**src/rtl/mdio_master.sv**
```systemverilog
// MDIO (Clause 22) management master: sends one 64-bit read/write frame per start request.
// Optional MDIO_TA_CHECK_EN adds rd_err, flagging a read whose second turnaround bit was not 0.
module mdio_master #(
    parameter int CLK_DIV = 10
) (
    input  logic        clk,
    input  logic        reset,
    input  logic        start,
    input  logic        rw,
    input  logic [4:0]  phy_addr,
    input  logic [4:0]  reg_addr,
    input  logic [15:0] wdata,
    output logic        busy,
    output logic        done,
    output logic [15:0] rdata,
    output logic        mdc,
    output logic        mdio_o,
    output logic        mdio_oe,
`ifdef MDIO_TA_CHECK_EN
    output logic        rd_err,
`endif
    input  logic        mdio_i
);

    typedef enum logic {IDLE, FRAME} state_t;

    localparam logic [7:0] DIV_LAST = 8'(CLK_DIV - 1);

    state_t      state_reg, state_next;
    logic [7:0]  div_reg, div_next;
    logic [5:0]  bit_reg, bit_next;
    logic [5:0]  bit_inc;
    logic        mdc_reg, mdc_next;
    logic        mdio_o_reg, mdio_o_next;
    logic        mdio_oe_reg, mdio_oe_next;
    logic        done_reg, done_next;
    logic        rw_reg, rw_next;
    // Frame bits still to send after the one currently on mdio_o
    logic [62:0] frame_reg, frame_next;
    logic [14:0] rx_reg, rx_next;
    logic [15:0] rdata_reg, rdata_next;
    logic        sync1_reg, sync2_reg;
`ifdef MDIO_TA_CHECK_EN
    logic        ta_reg, ta_next;
    logic        rd_err_reg, rd_err_next;
`endif

    always_ff @(posedge clk) begin
        if (reset) begin
            state_reg   <= IDLE;
            div_reg     <= '0;
            bit_reg     <= '0;
            mdc_reg     <= 1'b0;
            mdio_o_reg  <= 1'b1;
            mdio_oe_reg <= 1'b0;
            done_reg    <= 1'b0;
            rw_reg      <= 1'b0;
            frame_reg   <= '1;
            rx_reg      <= '0;
            rdata_reg   <= '0;
            sync1_reg   <= 1'b1;
            sync2_reg   <= 1'b1;
`ifdef MDIO_TA_CHECK_EN
            ta_reg      <= 1'b0;
            rd_err_reg  <= 1'b0;
`endif
        end else begin
            state_reg   <= state_next;
            div_reg     <= div_next;
            bit_reg     <= bit_next;
            mdc_reg     <= mdc_next;
            mdio_o_reg  <= mdio_o_next;
            mdio_oe_reg <= mdio_oe_next;
            done_reg    <= done_next;
            rw_reg      <= rw_next;
            frame_reg   <= frame_next;
            rx_reg      <= rx_next;
            rdata_reg   <= rdata_next;
            sync1_reg   <= mdio_i;
            sync2_reg   <= sync1_reg;
`ifdef MDIO_TA_CHECK_EN
            ta_reg      <= ta_next;
            rd_err_reg  <= rd_err_next;
`endif
        end
    end

    always_comb begin
        state_next   = state_reg;
        div_next     = div_reg;
        bit_next     = bit_reg;
        bit_inc      = bit_reg + 6'd1;
        mdc_next     = mdc_reg;
        mdio_o_next  = mdio_o_reg;
        mdio_oe_next = mdio_oe_reg;
        done_next    = 1'b0;
        rw_next      = rw_reg;
        frame_next   = frame_reg;
        rx_next      = rx_reg;
        rdata_next   = rdata_reg;
`ifdef MDIO_TA_CHECK_EN
        ta_next      = ta_reg;
        rd_err_next  = rd_err_reg;
`endif
        unique case (state_reg)
            IDLE: begin
                div_next     = '0;
                bit_next     = '0;
                mdc_next     = 1'b0;
                mdio_o_next  = 1'b1;
                mdio_oe_next = 1'b0;
                if (start) begin
                    state_next   = FRAME;
                    rw_next      = rw;
                    mdio_oe_next = 1'b1;
                    // Bit 0 (first preamble '1') goes straight to mdio_o; bits 1..63 queue here
                    frame_next   = {31'h7FFF_FFFF, 2'b01, (rw ? 2'b10 : 2'b01),
                                    phy_addr, reg_addr, 2'b10, wdata};
                end
            end
            FRAME: begin
                if (div_reg != DIV_LAST) begin
                    div_next = div_reg + 8'd1;
                end else begin
                    div_next = '0;
                    if (!mdc_reg) begin
                        mdc_next = 1'b1;
                    end else begin
                        // Last clk of the high phase: sample the PHY, then close the bit
                        mdc_next = 1'b0;
                        rx_next  = {rx_reg[13:0], sync2_reg};
`ifdef MDIO_TA_CHECK_EN
                        if (bit_reg == 6'd47) begin
                            ta_next = sync2_reg;
                        end
`endif
                        if (bit_reg == 6'd63) begin
                            state_next   = IDLE;
                            done_next    = 1'b1;
                            bit_next     = '0;
                            mdio_o_next  = 1'b1;
                            mdio_oe_next = 1'b0;
                            if (rw_reg) begin
                                rdata_next = {rx_reg, sync2_reg};
`ifdef MDIO_TA_CHECK_EN
                                rd_err_next = ta_reg;
`endif
                            end
                        end else begin
                            bit_next     = bit_inc;
                            mdio_o_next  = frame_reg[62];
                            frame_next   = {frame_reg[61:0], 1'b1};
                            mdio_oe_next = !(rw_reg && (bit_inc >= 6'd46));
                        end
                    end
                end
            end
            default: state_next = IDLE;
        endcase
    end

    assign busy    = (state_reg == FRAME);
    assign done    = done_reg;
    assign rdata   = rdata_reg;
    assign mdc     = mdc_reg;
    assign mdio_o  = mdio_o_reg;
    assign mdio_oe = mdio_oe_reg;
`ifdef MDIO_TA_CHECK_EN
    assign rd_err  = rd_err_reg;
`endif

endmodule

```
**config.mk**
```make
export PLATFORM = sky130hd
export DESIGN_NAME = mdio_master
export DESIGN_NICKNAME = d
export VERILOG_FILES = /design/src/rtl/mdio_master.sv
export SDC_FILE = /design/constraint.sdc
export NUM_CORES = 1
export LEC_CHECK = 0
export BUFFER_PORTS_ARGS = -buffer_cell sky130_fd_sc_hd__buf_2
export CAP_MARGIN = 20
export CORE_MARGIN = 1.5
export CORE_UTILIZATION = 30
export CTS_CLUSTER_SIZE = 12
export DETAILED_ROUTE_END_ITERATION = 8
export HOLD_SLACK_MARGIN = 0.03
export SLEW_MARGIN = 20
export SYNTH_ARGS = -nofsm -noshare
export SYNTH_HDL_FRONTEND = slang
export SYNTH_SLANG_ARGS = --single-unit
```
**constraint.sdc**
```tcl
create_clock -name clk -period 1.9 [get_ports clk]
set_clock_uncertainty 0.05 [all_clocks]
set_input_delay 0 -clock clk [delete_from_list [all_inputs] [get_ports clk]]
set_output_delay 0 -clock clk [all_outputs]
set_load 0.05 [all_outputs]
```
==> impl_metrics.toml <==
[status]
status = "complete, no violations"

[pwr]
peakVddDrop_v = 0.0006582
p_leak_nw = 2.699
fin_total_pwr_mw = 6.374
cellPowerDensity_mw_per_mm2 = 958.6

[layout]
final_common_cell = "dfxtp_1"
layout.nets = 667
final_util_pct = 41.55
antenna_cells = 0
layout-area-overhead-vs-synth_pct = 34.23
drive_gt1_share_pct = 24.81
final_cell_mix = "dfxtp_1, buf_2, nor2_1, o21ai_0, nor3_1"
final_cells = 861
largest_register_ffs = 63
final_area_mm2 = 0.006649

[timing]
tns_ns = 0
setup_violations = 0
fin_crit_ns = 1.879
tightest_slew_ns = 0.5325
worst_slack_ns = 0.02068
max_slew_margin_pct = 64.50
slew_violations = 0
fmax_mhz = 532.1
finalCritPeriodShare_pct = 98.91
whs_ns = 0.08153
rsz0062_at_grt = "true"
hold_viol_final = 0

[worst_setup_path]
worst_setup_path_end_kind = "flip-flop"
path_buf_inv = 2
cp.required_ns = 2.19
cpLargestDelayFamily = "simple AND/OR/NAND/NOR gates"
worstPathArrival_ns = 2.17
path_cells = "or4b_4, a2111oi_4, buf_6, clkbuf_16, nor3_1, o21bai_1"
worstPathMaxFanout = 9
critPathSlowestCell = "or4b_4"
cp-start-kind = "flip-flop"
r2r_cells = 6
worstSetupPathType = "flip-flop to flip-flop"
slowest_delay_ns = 0.57
critical_path_cell_count = 6

[run]
max-cap-violations = 0

[die]
die_h_um = 131.5
dieArea_mm2 = 0.01729
start_util_pct = 30.96
io_pins = 52
rows = 46
core_mm2 = 0.01600
die_w_um = 131.5

[yosys]
yosys_register_bits = 116
synth_top_family_by_area = "compound AO/OA/AOI/OAI gates"
syn_nets = 575
synth_cell_types = 58
yosys.area_share.simple_pct = 17.68
synth_compound_area_share_pct = 21.95
synth_async_sr_flop_share_pct = 0
synth_edf_count = 0
synthCells = 540
ys_seq_area_share_pct = 46.88
synth_xor_area_share_pct = 1.591
synthAdderAreaFrac_pct = 1.010
yosysWarnings = 0
synthFlopType = "dfxtp_1"
synth_area_mm2 = 0.004954
synth_area_per_cell_um2 = 9.173
synth_mux_area_share_pct = 5.481

[routing]
drt-wirelength-per-cell_um = 14.11
wl_mm = 12.15
route.detailed.drc = 0
first_pass_iters = 4
final_antenna_net_count = 0
viasPerCell = 5.081
drtIter0Drc = 287
vias = 4375

[clock_network]
clkTransAtPathRegs_ns = 0.06
cts_max_level = 4
cts_buffers = 17
clk-insertion-delay-late_ns = 0.41
cts_buffer_depth = 2
tritoncts = "yes"
cts_root_buffer = "clkbuf_16"
clkSinkCount = 116

[place]
hpwl_mm = 7.258
place_ws_ns = -0.06243
routabilityCongestion = 0.7786
io_buffers = 51
dpl_cell_area_mm2 = 0.005532
dp.cells = 793

[global_route]
antenna_found_initial = 0
grt_start_max_net_pins = 42
grt-ovfl-total = 0
grt_pass1_vias = 4192
grt_pass1_wl_mm = 19.70
grt_usage_pct = 13.73

[hold_path]
hold_depth = 3
hold_path.class = "input port to flip-flop"
-- kinds of logic (layout without fill, tap and decap cells) --
family | count (synthesis) | after routing
AO/OA/AOI/OAI | 159 | 159
XOR/XNOR | 9 | 9
adder cells (fa/ha/maj) | 4 | 4
buffers and inverters | 48 | 153
flip-flops | 116 | 116
multiplexers | 27 | 27
AND/OR/NAND/NOR | 177 | 177
-- cell usage after synthesis, types with 2 or more instances --
| cell type | count | area (um2) |
|---|---|---|
| a211o_1 | 2 | 17.52 |
| a211oi_1 | 2 | 15.01 |
| a21oi_1 | 34 | 170.2 |
| a221oi_1 | 26 | 227.7 |
| a311oi_1 | 2 | 17.52 |
| a31oi_1 | 2 | 12.51 |
| and2_1 | 2 | 12.51 |
| and2_2 | 3 | 22.52 |
| and3_1 | 4 | 25.02 |
| and3_2 | 2 | 15.01 |
| buf_2 | 10 | 50.05 |
| buf_6 | 4 | 45.04 |
| clkbuf_1 | 25 | 93.84 |
| clkbuf_8 | 4 | 55.05 |
| dfxtp_1 | 116 | 2322 |
| ha_1 | 4 | 50.05 |
| inv_1 | 3 | 11.26 |
| mux2i_1 | 26 | 260.3 |
| nand2_1 | 24 | 90.09 |
| nand2b_1 | 2 | 12.51 |
| nand3_1 | 36 | 180.2 |
| nand4_1 | 2 | 12.51 |
| nor2_1 | 51 | 191.4 |
| nor3_1 | 37 | 185.2 |
| o21ai_0 | 45 | 225.2 |
| o21bai_1 | 27 | 202.7 |
| o21bai_2 | 6 | 67.56 |
| or2_2 | 2 | 12.51 |
| xnor2_1 | 3 | 26.28 |
| xor2_1 | 6 | 52.55 |
-- repair_timing --
item | 4_1_cts | 5_1_grt
buffers inserted | 0 | 2
cloned | 0 | 5
endpoints found under the setup margin | 9 | 65
pin swaps | 1 | 6
endpoints found under the hold margin | 29 | 0
hold buffers | 29 | 0
gates resized for setup | 3 | 16
-- worst reg2reg max path, stage by stage (launching register included) --
cell       delay (ns)
dfxtp_2          0.34
or4b_4           0.58
a2111oi_4        0.30
buf_6            0.20
clkbuf_16        0.17
nor3_1           0.05
o21bai_1         0.13
-- routing by layer --
layer / vias to the layer above / global-route usage, % / routed length, um
li1: 2164 / - / -
met1: 2101 / 17.18 / 5714
met2: 99 / 22.63 / 5816
met3: 11 / 3.935 / 475
met4: 0 / 4.568 / 140
met5: - / 0 / 0
-- area by class of cell --
cell class	count	area [um2]
multi-input combinational	376	2421
clock inverter	13	196.4
tap	216	270.3
inverter	3	11.26
sequential	116	2338
fill	1586	9351
clock buffer	19	454.2
timing repair buffer	118	957.2
-- where the power goes --
part / internal (mW) / total (mW) / switching [mW]
clock: 2.29 / 3.49 / 1.20
combinational: 0.162 / 0.338 / 0.176
sequential: 2.49 / 2.55 / 0.0520
-- final timing paths --
kind	start	endpoint	slack [ns]
worst max-delay path	div_reg[6]$_SDFF_PP0_	frame_reg[42]$_SDFFE_PP1P_	0.02
worst min-delay path	reset	frame_reg[0]$_SDFFE_PP1P_	0.08
worst max register to register	div_reg[6]$_SDFF_PP0_	frame_reg[42]$_SDFFE_PP1P_	0.02
worst min register to register	sync1_reg$_SDFF_PP1_	sync2_reg$_SDFF_PP1_	0.38
Power figures use the tool's default switching activity.
